[config.mk]
export PLATFORM = sky130hd
export DESIGN_NAME = pointer_centroid_detect
export DESIGN_NICKNAME = d
export VERILOG_FILES = /design/src/rtl/pointer_centroid_detect.sv
export SDC_FILE = /design/constraint.sdc
export NUM_CORES = 1
export LEC_CHECK = 0
export ABC_CLOCK_PERIOD_IN_PS = 4300
export CAP_MARGIN = 20
export CORE_ASPECT_RATIO = 0.7
export CORE_MARGIN = 4
export CORE_UTILIZATION = 59
export DETAILED_ROUTE_END_ITERATION = 8
export GPL_TIMING_DRIVEN = 0
export PLACE_DENSITY = 0.8
export SLEW_MARGIN = 15
export SYNTH_ARGS = -nofsm -noshare
export SYNTH_HDL_FRONTEND = slang
export SYNTH_SLANG_ARGS = --single-unit
[constraint.sdc]
create_clock -name clk_write -period 4.3 [get_ports clk_write]
set_input_delay 0.86 -clock clk_write [delete_from_list [all_inputs] [get_ports clk_write]]
set_output_delay 0.86 -clock clk_write [all_outputs]
set_load 0.02 [all_outputs]
[src/rtl/pointer_centroid_detect.sv]
`default_nettype none
// ============================================================================
//  Module   : pointer_centroid_detect
//  Brief    : Counts pixels matching a pointer colour window over one frame,
//             accumulates their X/Y coordinates, divides at end of frame and
//             emits a one-cycle detect pulse with the centroid position.
//  Options  : DETECT_SMOOTH_EN - average each new centroid with the previous
//             reported position (first detection after reset loads directly).
//  Revision : 1.0 - initial release
// ============================================================================
module pointer_centroid_detect #(
  parameter logic [9:0] R_MIN      = 10'd700,
  parameter logic [9:0] G_MAX      = 10'd300,
  parameter logic [9:0] B_MAX      = 10'd300,
  parameter int         H_ACTIVE   = 800,
  parameter int         V_ACTIVE   = 600,
  parameter int         MIN_PIXELS = 20
) (
  input  logic        clk_write,
  input  logic        rst,
  input  logic [9:0]  i_R,
  input  logic [9:0]  i_G,
  input  logic [9:0]  i_B,
  input  logic [15:0] i_X_pos,
  input  logic [15:0] i_Y_pos,
  input  logic        new_frame,
  input  logic        end_frame,
  output logic        detect,
  output logic [15:0] o_X_pos,
  output logic [15:0] o_Y_pos,
  output logic        busy
);

  localparam logic [15:0] c_h_active   = 16'(H_ACTIVE);
  localparam logic [15:0] c_v_active   = 16'(V_ACTIVE);
  localparam logic [19:0] c_min_pixels = 20'(MIN_PIXELS);
  localparam logic [19:0] c_cnt_max    = 20'hFFFFF;
  localparam logic [15:0] c_x_rst      = 16'd801;
  localparam logic [15:0] c_y_rst      = 16'd601;

  localparam logic [1:0] c_st_accum = 2'd0;
  localparam logic [1:0] c_st_div   = 2'd1;
  localparam logic [1:0] c_st_done  = 2'd2;

  logic [1:0]  state_q, state_d;
  logic [19:0] cnt_q, cnt_d;
  logic [31:0] sum_x_q, sum_x_d, sum_y_q, sum_y_d;
  logic [19:0] dsr_q, dsr_d;
  logic [31:0] quo_x_q, quo_x_d, quo_y_q, quo_y_d;
  logic [19:0] rem_x_q, rem_x_d, rem_y_q, rem_y_d;
  logic [4:0]  bit_q, bit_d;
  logic        detect_q, detect_d;
  logic [15:0] x_q, x_d, y_q, y_d;
`ifdef DETECT_SMOOTH_EN
  logic        valid_q, valid_d;
`endif

  logic match;
  logic accept;

  // One restoring-division step: shift in the next dividend bit, subtract if it fits.
  function automatic logic [51:0] div_step(input logic [19:0] rem,
                                           input logic [31:0] quo,
                                           input logic [19:0] dsr);
    logic [20:0] shifted;
    logic [20:0] diff;
    shifted = {rem, quo[31]};
    diff    = shifted - {1'b0, dsr};
    if (diff[20]) div_step = {shifted[19:0], quo[30:0], 1'b0};
    else          div_step = {diff[19:0],    quo[30:0], 1'b1};
  endfunction

  assign match  = (i_R >= R_MIN) && (i_G <= G_MAX) && (i_B <= B_MAX) &&
                  (i_X_pos < c_h_active) && (i_Y_pos < c_v_active);
  // end_frame only counts while idle; it also restarts accumulation for the new frame
  assign accept = end_frame && (state_q == c_st_accum);

  // Accumulators: restart on a frame boundary, otherwise add matches until cnt saturates
  always_comb begin
    cnt_d   = cnt_q;
    sum_x_d = sum_x_q;
    sum_y_d = sum_y_q;
    if (new_frame || accept) begin
      cnt_d   = match ? 20'd1 : 20'd0;
      sum_x_d = match ? {16'd0, i_X_pos} : 32'd0;
      sum_y_d = match ? {16'd0, i_Y_pos} : 32'd0;
    end else if (match && (cnt_q != c_cnt_max)) begin
      cnt_d   = cnt_q + 20'd1;
      sum_x_d = sum_x_q + {16'd0, i_X_pos};
      sum_y_d = sum_y_q + {16'd0, i_Y_pos};
    end
  end

  // Next-state logic: divide only when enough pixels matched, 32 bit steps, one DONE cycle
  always_comb begin
    state_d = state_q;
    case (state_q)
      c_st_accum: if (accept && (cnt_q >= c_min_pixels)) state_d = c_st_div;
      c_st_div:   if (bit_q == 5'd31) state_d = c_st_done;
      c_st_done:  state_d = c_st_accum;
      default:    state_d = c_st_accum;
    endcase
  end

  // Divider datapath: snapshot the pre-pixel accumulators, then one quotient bit per cycle
  always_comb begin
    dsr_d   = dsr_q;
    quo_x_d = quo_x_q;
    quo_y_d = quo_y_q;
    rem_x_d = rem_x_q;
    rem_y_d = rem_y_q;
    bit_d   = bit_q;
    if (accept) begin
      dsr_d   = cnt_q;
      quo_x_d = sum_x_q;
      quo_y_d = sum_y_q;
      rem_x_d = 20'd0;
      rem_y_d = 20'd0;
      bit_d   = 5'd0;
    end else if (state_q == c_st_div) begin
      {rem_x_d, quo_x_d} = div_step(rem_x_q, quo_x_q, dsr_q);
      {rem_y_d, quo_y_d} = div_step(rem_y_q, quo_y_q, dsr_q);
      bit_d = bit_q + 5'd1;
    end
  end

  // Output logic: publish the centroid and raise detect while in DONE
  always_comb begin
    detect_d = 1'b0;
    x_d      = x_q;
    y_d      = y_q;
    busy     = (state_q == c_st_div);
`ifdef DETECT_SMOOTH_EN
    valid_d  = valid_q;
`endif
    if (state_q == c_st_done) begin
      detect_d = 1'b1;
`ifdef DETECT_SMOOTH_EN
      valid_d  = 1'b1;
      if (valid_q) begin
        x_d = 16'(({1'b0, x_q} + {1'b0, quo_x_q[15:0]} + 17'd1) >> 1);
        y_d = 16'(({1'b0, y_q} + {1'b0, quo_y_q[15:0]} + 17'd1) >> 1);
      end else begin
        x_d = quo_x_q[15:0];
        y_d = quo_y_q[15:0];
      end
`else
      x_d = quo_x_q[15:0];
      y_d = quo_y_q[15:0];
`endif
    end
  end

  // State register
  always_ff @(posedge clk_write) begin
    if (!rst) state_q <= c_st_accum;
    else      state_q <= state_d;
  end

  // Accumulator and divider registers
  always_ff @(posedge clk_write) begin
    if (!rst) begin
      cnt_q   <= 20'd0;
      sum_x_q <= 32'd0;
      sum_y_q <= 32'd0;
      dsr_q   <= 20'd0;
      quo_x_q <= 32'd0;
      quo_y_q <= 32'd0;
      rem_x_q <= 20'd0;
      rem_y_q <= 20'd0;
      bit_q   <= 5'd0;
    end else begin
      cnt_q   <= cnt_d;
      sum_x_q <= sum_x_d;
      sum_y_q <= sum_y_d;
      dsr_q   <= dsr_d;
      quo_x_q <= quo_x_d;
      quo_y_q <= quo_y_d;
      rem_x_q <= rem_x_d;
      rem_y_q <= rem_y_d;
      bit_q   <= bit_d;
    end
  end

  // Output registers; reset parks the position off-screen
  always_ff @(posedge clk_write) begin
    if (!rst) begin
      detect_q <= 1'b0;
      x_q      <= c_x_rst;
      y_q      <= c_y_rst;
`ifdef DETECT_SMOOTH_EN
      valid_q  <= 1'b0;
`endif
    end else begin
      detect_q <= detect_d;
      x_q      <= x_d;
      y_q      <= y_d;
`ifdef DETECT_SMOOTH_EN
      valid_q  <= valid_d;
`endif
    end
  end

  assign detect  = detect_q;
  assign o_X_pos = x_q;
  assign o_Y_pos = y_q;

endmodule
`default_nettype wire

==> results.txt <==
----------------------------------------------------
[Critical path]
  R2R Path Start ... dsr_q[0]$_SDFFE_PN0P_
  Crit path max fanout ... 8
  Kind of start point of the critical path ... primary input
  Required time worst endpoint ... 4.75 ns
  Critical path start-end classification ... primary input to flop
  FF-to-FF End ... rem_x_q[16]$_SDFFE_PP0P_
  Worst setup EP type ... flop
  Data arrival, critical path ... 4.50 ns
  Flop2flop setup slack ... 0.39 ns
  Cell count of the worst reg-to-reg path ... 12

[Timing]
  Fin crit period ... roughly 4 ns
  Worst hold slack across all endpoints ... 0.464 ns
  Setup skew after layout ... 0.0133 ns
  Worst-margin pin slew ... 1.05 ns
  Max_slew headroom ... a little under a third
  Unrepaired setup endpoints after global routing ... false
  Endpoints failing hold ... 0
  Achievable clock frequency ... 247 MHz
  Number of max-slew violations in the final report ... 0
  Ratio of final minimum period to clock period ... a little over nine tenths
  Final setup TNS ... 0 ns
  Number of endpoints failing setup at the final stage ... 0

[CTS]
  Maximum buffer depth of the clock tree ... 3
  Number of buffers inserted for hold repair after clock tree synthesis ... 0
  Clock H-tree levels ... 1
  Total clock sinks ... approximately 250
  CTS resizes ... 0
  Worst-path clk slew ... ~0.06 ns
  Post-CTS setup buffer count ... 0
  TritonCTS clock tree ... yes
  Total CTS buffers ... 25
  Root cell of the clock tree ... sky130_fd_sc_hd__clkbuf_16
  Clock latency on the worst-skew pair ... about 0.53 ns

[Pwr]
  Proportion of power drawn by the clock network ... 46.2%
  Sequential share of power ... between 40% and 50%
  Power per Cell Area ... 311 nW/µm²
  Int Pwr ... between 3 and 4 mW
  Combinational power share ... 6.7%
  Static power due to leakage ... 6.16 nW
  Overall Power ... ~4.9 mW
  Switching fraction of total power ... 23.1%
  Peak supply drop ... 0.000345 V
  Net Sw Power ... 1.14 mW

[Min path]
  Worst-case hold path end point ... dsr_q[3]$_SDFFE_PN0P_
  Worst Min Path Start ... dsr_q[3]$_SDFFE_PN0P_
  Hold Crit Depth ... 2
  HP Class ... flop to flop

[Synthesis]
  Avg Synthesized Cell Area ... around 8.3 µm²
  Number of different library cells in the post-synthesis netlist ... 71
  Sequential-to-total area share from yosys stat ... 36.5%
  Gate count after technology mapping ... 1647
  Ys flop type ... sky130_fd_sc_hd__dfxtp_1
  Mapped Nets ... 1793
  Synth area leaders ... sky130_fd_sc_hd__dfxtp_1 (36%), sky130_fd_sc_hd__nand2_1 (7.7%), sky130_fd_sc_hd__ha_1 (7.0%), sky130_fd_sc_hd__a21boi_0 (6.0%), sky130_fd_sc_hd__xor2_1 (3.9%)
  Asr flop ratio synth ... 0%
  Number of warning messages in the yosys log ... 0
  Largest area contributor in the netlist ... sky130_fd_sc_hd__dfxtp_1
  Number of enable-type register cells in the synthesized netlist ... 0
  Yosys top cell area share ... 36.5%
  Combined area of all synthesized cells ... 13600 µm²
  Number of synthesized register bits ... between 200 and 250

[GRT]
  Global-route wire length before repair ... 62.6 mm
  Via count of the first global-routing pass ... ~12000
  Final global-route overflow total ... 0
  Aggregate global-route resource usage ... 30.0%
  Antenna violations before repair ... 0
  Maximum number of pins on one net before global-route repair ... 15

[Place]
  Cells after DPL ... 2055
  DP HPWL ... just under 30 mm
  Routability Congestion ... 0.942
  PortBufs ... 96

[Layout]
  Sequential Area ... 4960 µm²
  Total number of nets in the final design ... 1916
  Number of non-filler instances in the completed layout ... 2101
  Most used cells in the layout excluding fill and tap cells ... sky130_fd_sc_hd__nand2_1 (280), sky130_fd_sc_hd__dfxtp_1 (248), sky130_fd_sc_hd__nor2_1 (116)
  Fillers ... 1892
  Area of combinational cells with multiple inputs ... 8140 µm²
  Most common library cell in the layout ignoring fill and taps ... sky130_fd_sc_hd__nand2_1
  Final Util ... 69.7%
  Share of final-layout standard cells stronger than drive strength 1 ... 3.75%
  Growth of design area from synthesis to finish ... 16.2%
  ANT cells ... 0

[Routing]
  Sum of routed wire length over all layers ... 39.6 mm
  Drt via density ... 6.08
  DRT iter0 DRCs ... 1260
  Remaining routing DRC violations ... 0
  Antenna viol nets, final ... 0
  Total number of vias ... 12800
  Wire length per cell after detailed routing ... 18.9 µm
  Number of search-and-repair iterations in the first detailed-routing pass ... 6

[Die]
  Die span in x ... 190 µm
  # IOs ... 100
  Core Rows ... 46
  Floorplan die area ... 25600 µm²
  Initial core utilization ... 60.0%
  Die height ... 135 µm
  Placeable core region ... ~23000 µm²

[Job]
  Total of max-cap violations ... 0

[Outcome]
  Status ... completed

----------------------------------------------------
-- per-layer routing --
layer | routed length, µm | part of all wire [%] | track usage, %
met1 | 19000 | 48 | 47.3
met2 | 16000 | 40 | 43.1
met3 | 3840 | 9.7 | 4.81
met4 | 822 | 2.1 | 6.27
met5 | 0 | 0 | 0
-- cell families after synthesis --
logic type      Yosys count  synth area share, %
xor+xnor                108                 7.06
fa+ha+maj                80                 7.58
compound gates          473                 23.9
mux                      31                 2.28
buf+inv                 131                 3.73
simple gates            576                 19.0
flops                   248                 36.5
-- worst max-delay path: stages --
cell and delay, ns:
sky130_fd_sc_hd__clkdlybuf4s50_1 0.47, sky130_fd_sc_hd__ha_1 0.32, sky130_fd_sc_hd__a21o_1 0.12, sky130_fd_sc_hd__a21o_1 0.18, sky130_fd_sc_hd__a31oi_1 0.14, sky130_fd_sc_hd__o31ai_1 0.77
sky130_fd_sc_hd__nand2_1 0.14, sky130_fd_sc_hd__o21ai_0 0.33, sky130_fd_sc_hd__or2_2 0.18, sky130_fd_sc_hd__clkbuf_1 0.41, sky130_fd_sc_hd__nand2_1 0.11, sky130_fd_sc_hd__or3_1 0.32
sky130_fd_sc_hd__a21oi_1 0.15
-- power by group through the flow --
stage / sequential, mW / combinational, mW / clock [mW]
after floorplan: 2.37 / 0.182 / 0
after global placement: 2.37 / 0.312 / 0
after detailed placement: 2.37 / 0.318 / 0
after CTS: 2.32 / 0.320 / 2.29
after global routing: 2.32 / 0.353 / 2.38
final: 2.32 / 0.329 / 2.27
-- how the worst max path moves through the flow --
stage                from                        to  cells past startpoint
2_1_floorplan  i_Y_pos[0]  sum_y_q[20]$_SDFFE_PN0P_                     13
3_3_place_gp   i_X_pos[7]   sum_x_q[8]$_SDFFE_PN0P_                      9
3_5_place_dp   i_X_pos[6]   sum_y_q[6]$_SDFFE_PN0P_                      9
4_1_cts        i_X_pos[6]   sum_y_q[6]$_SDFFE_PN0P_                      9
5_1_grt        i_X_pos[1]  sum_x_q[19]$_SDFFE_PN0P_                     13
6_report       i_X_pos[1]  sum_x_q[19]$_SDFFE_PN0P_                     13
-- state kept, by name, indices dropped and copies added, names as in the netlist, 20 cells and up --
register and flops:
quo_y_q 32, sum_x_q 32, dsr_q 20, rem_y_q 20
quo_x_q 32, rem_x_q 20, sum_y_q 32, cnt_q 20
-- stage by stage --
step	cell area [µm²]	setup WS [ns]
global placement	15000	-0.271
floorplan	13600	0.899
detailed placement	15000	-0.372
CTS	15800	0.171
global route	15800	0.100
finish	15800	0.257
-- cell usage after synthesis, drive strengths merged (31+ instances only) --
cell and number:
nand2 280, o21ai 62, nand3 59, ha 76
dfxtp 248, mux2i 31, clkbuf 78, inv 40
a21oi 92, nor2 116, a21o 39, xor2 62
xnor2 46, a21boi 109, a22oi 68
-- layout make-up --
type,count,share of cell area [%]
Buffer,90,2.24
Clock buffer,36,4.54
Clock inverter,10,0.831
Inverter,41,0.973
Multi-Input combinational cell,1268,51.5
Sequential cell,248,31.4
Tap cell,312,2.47
Timing Repair Buffer,96,6.08
No activity file was read; power rests on OpenSTA's default activity.
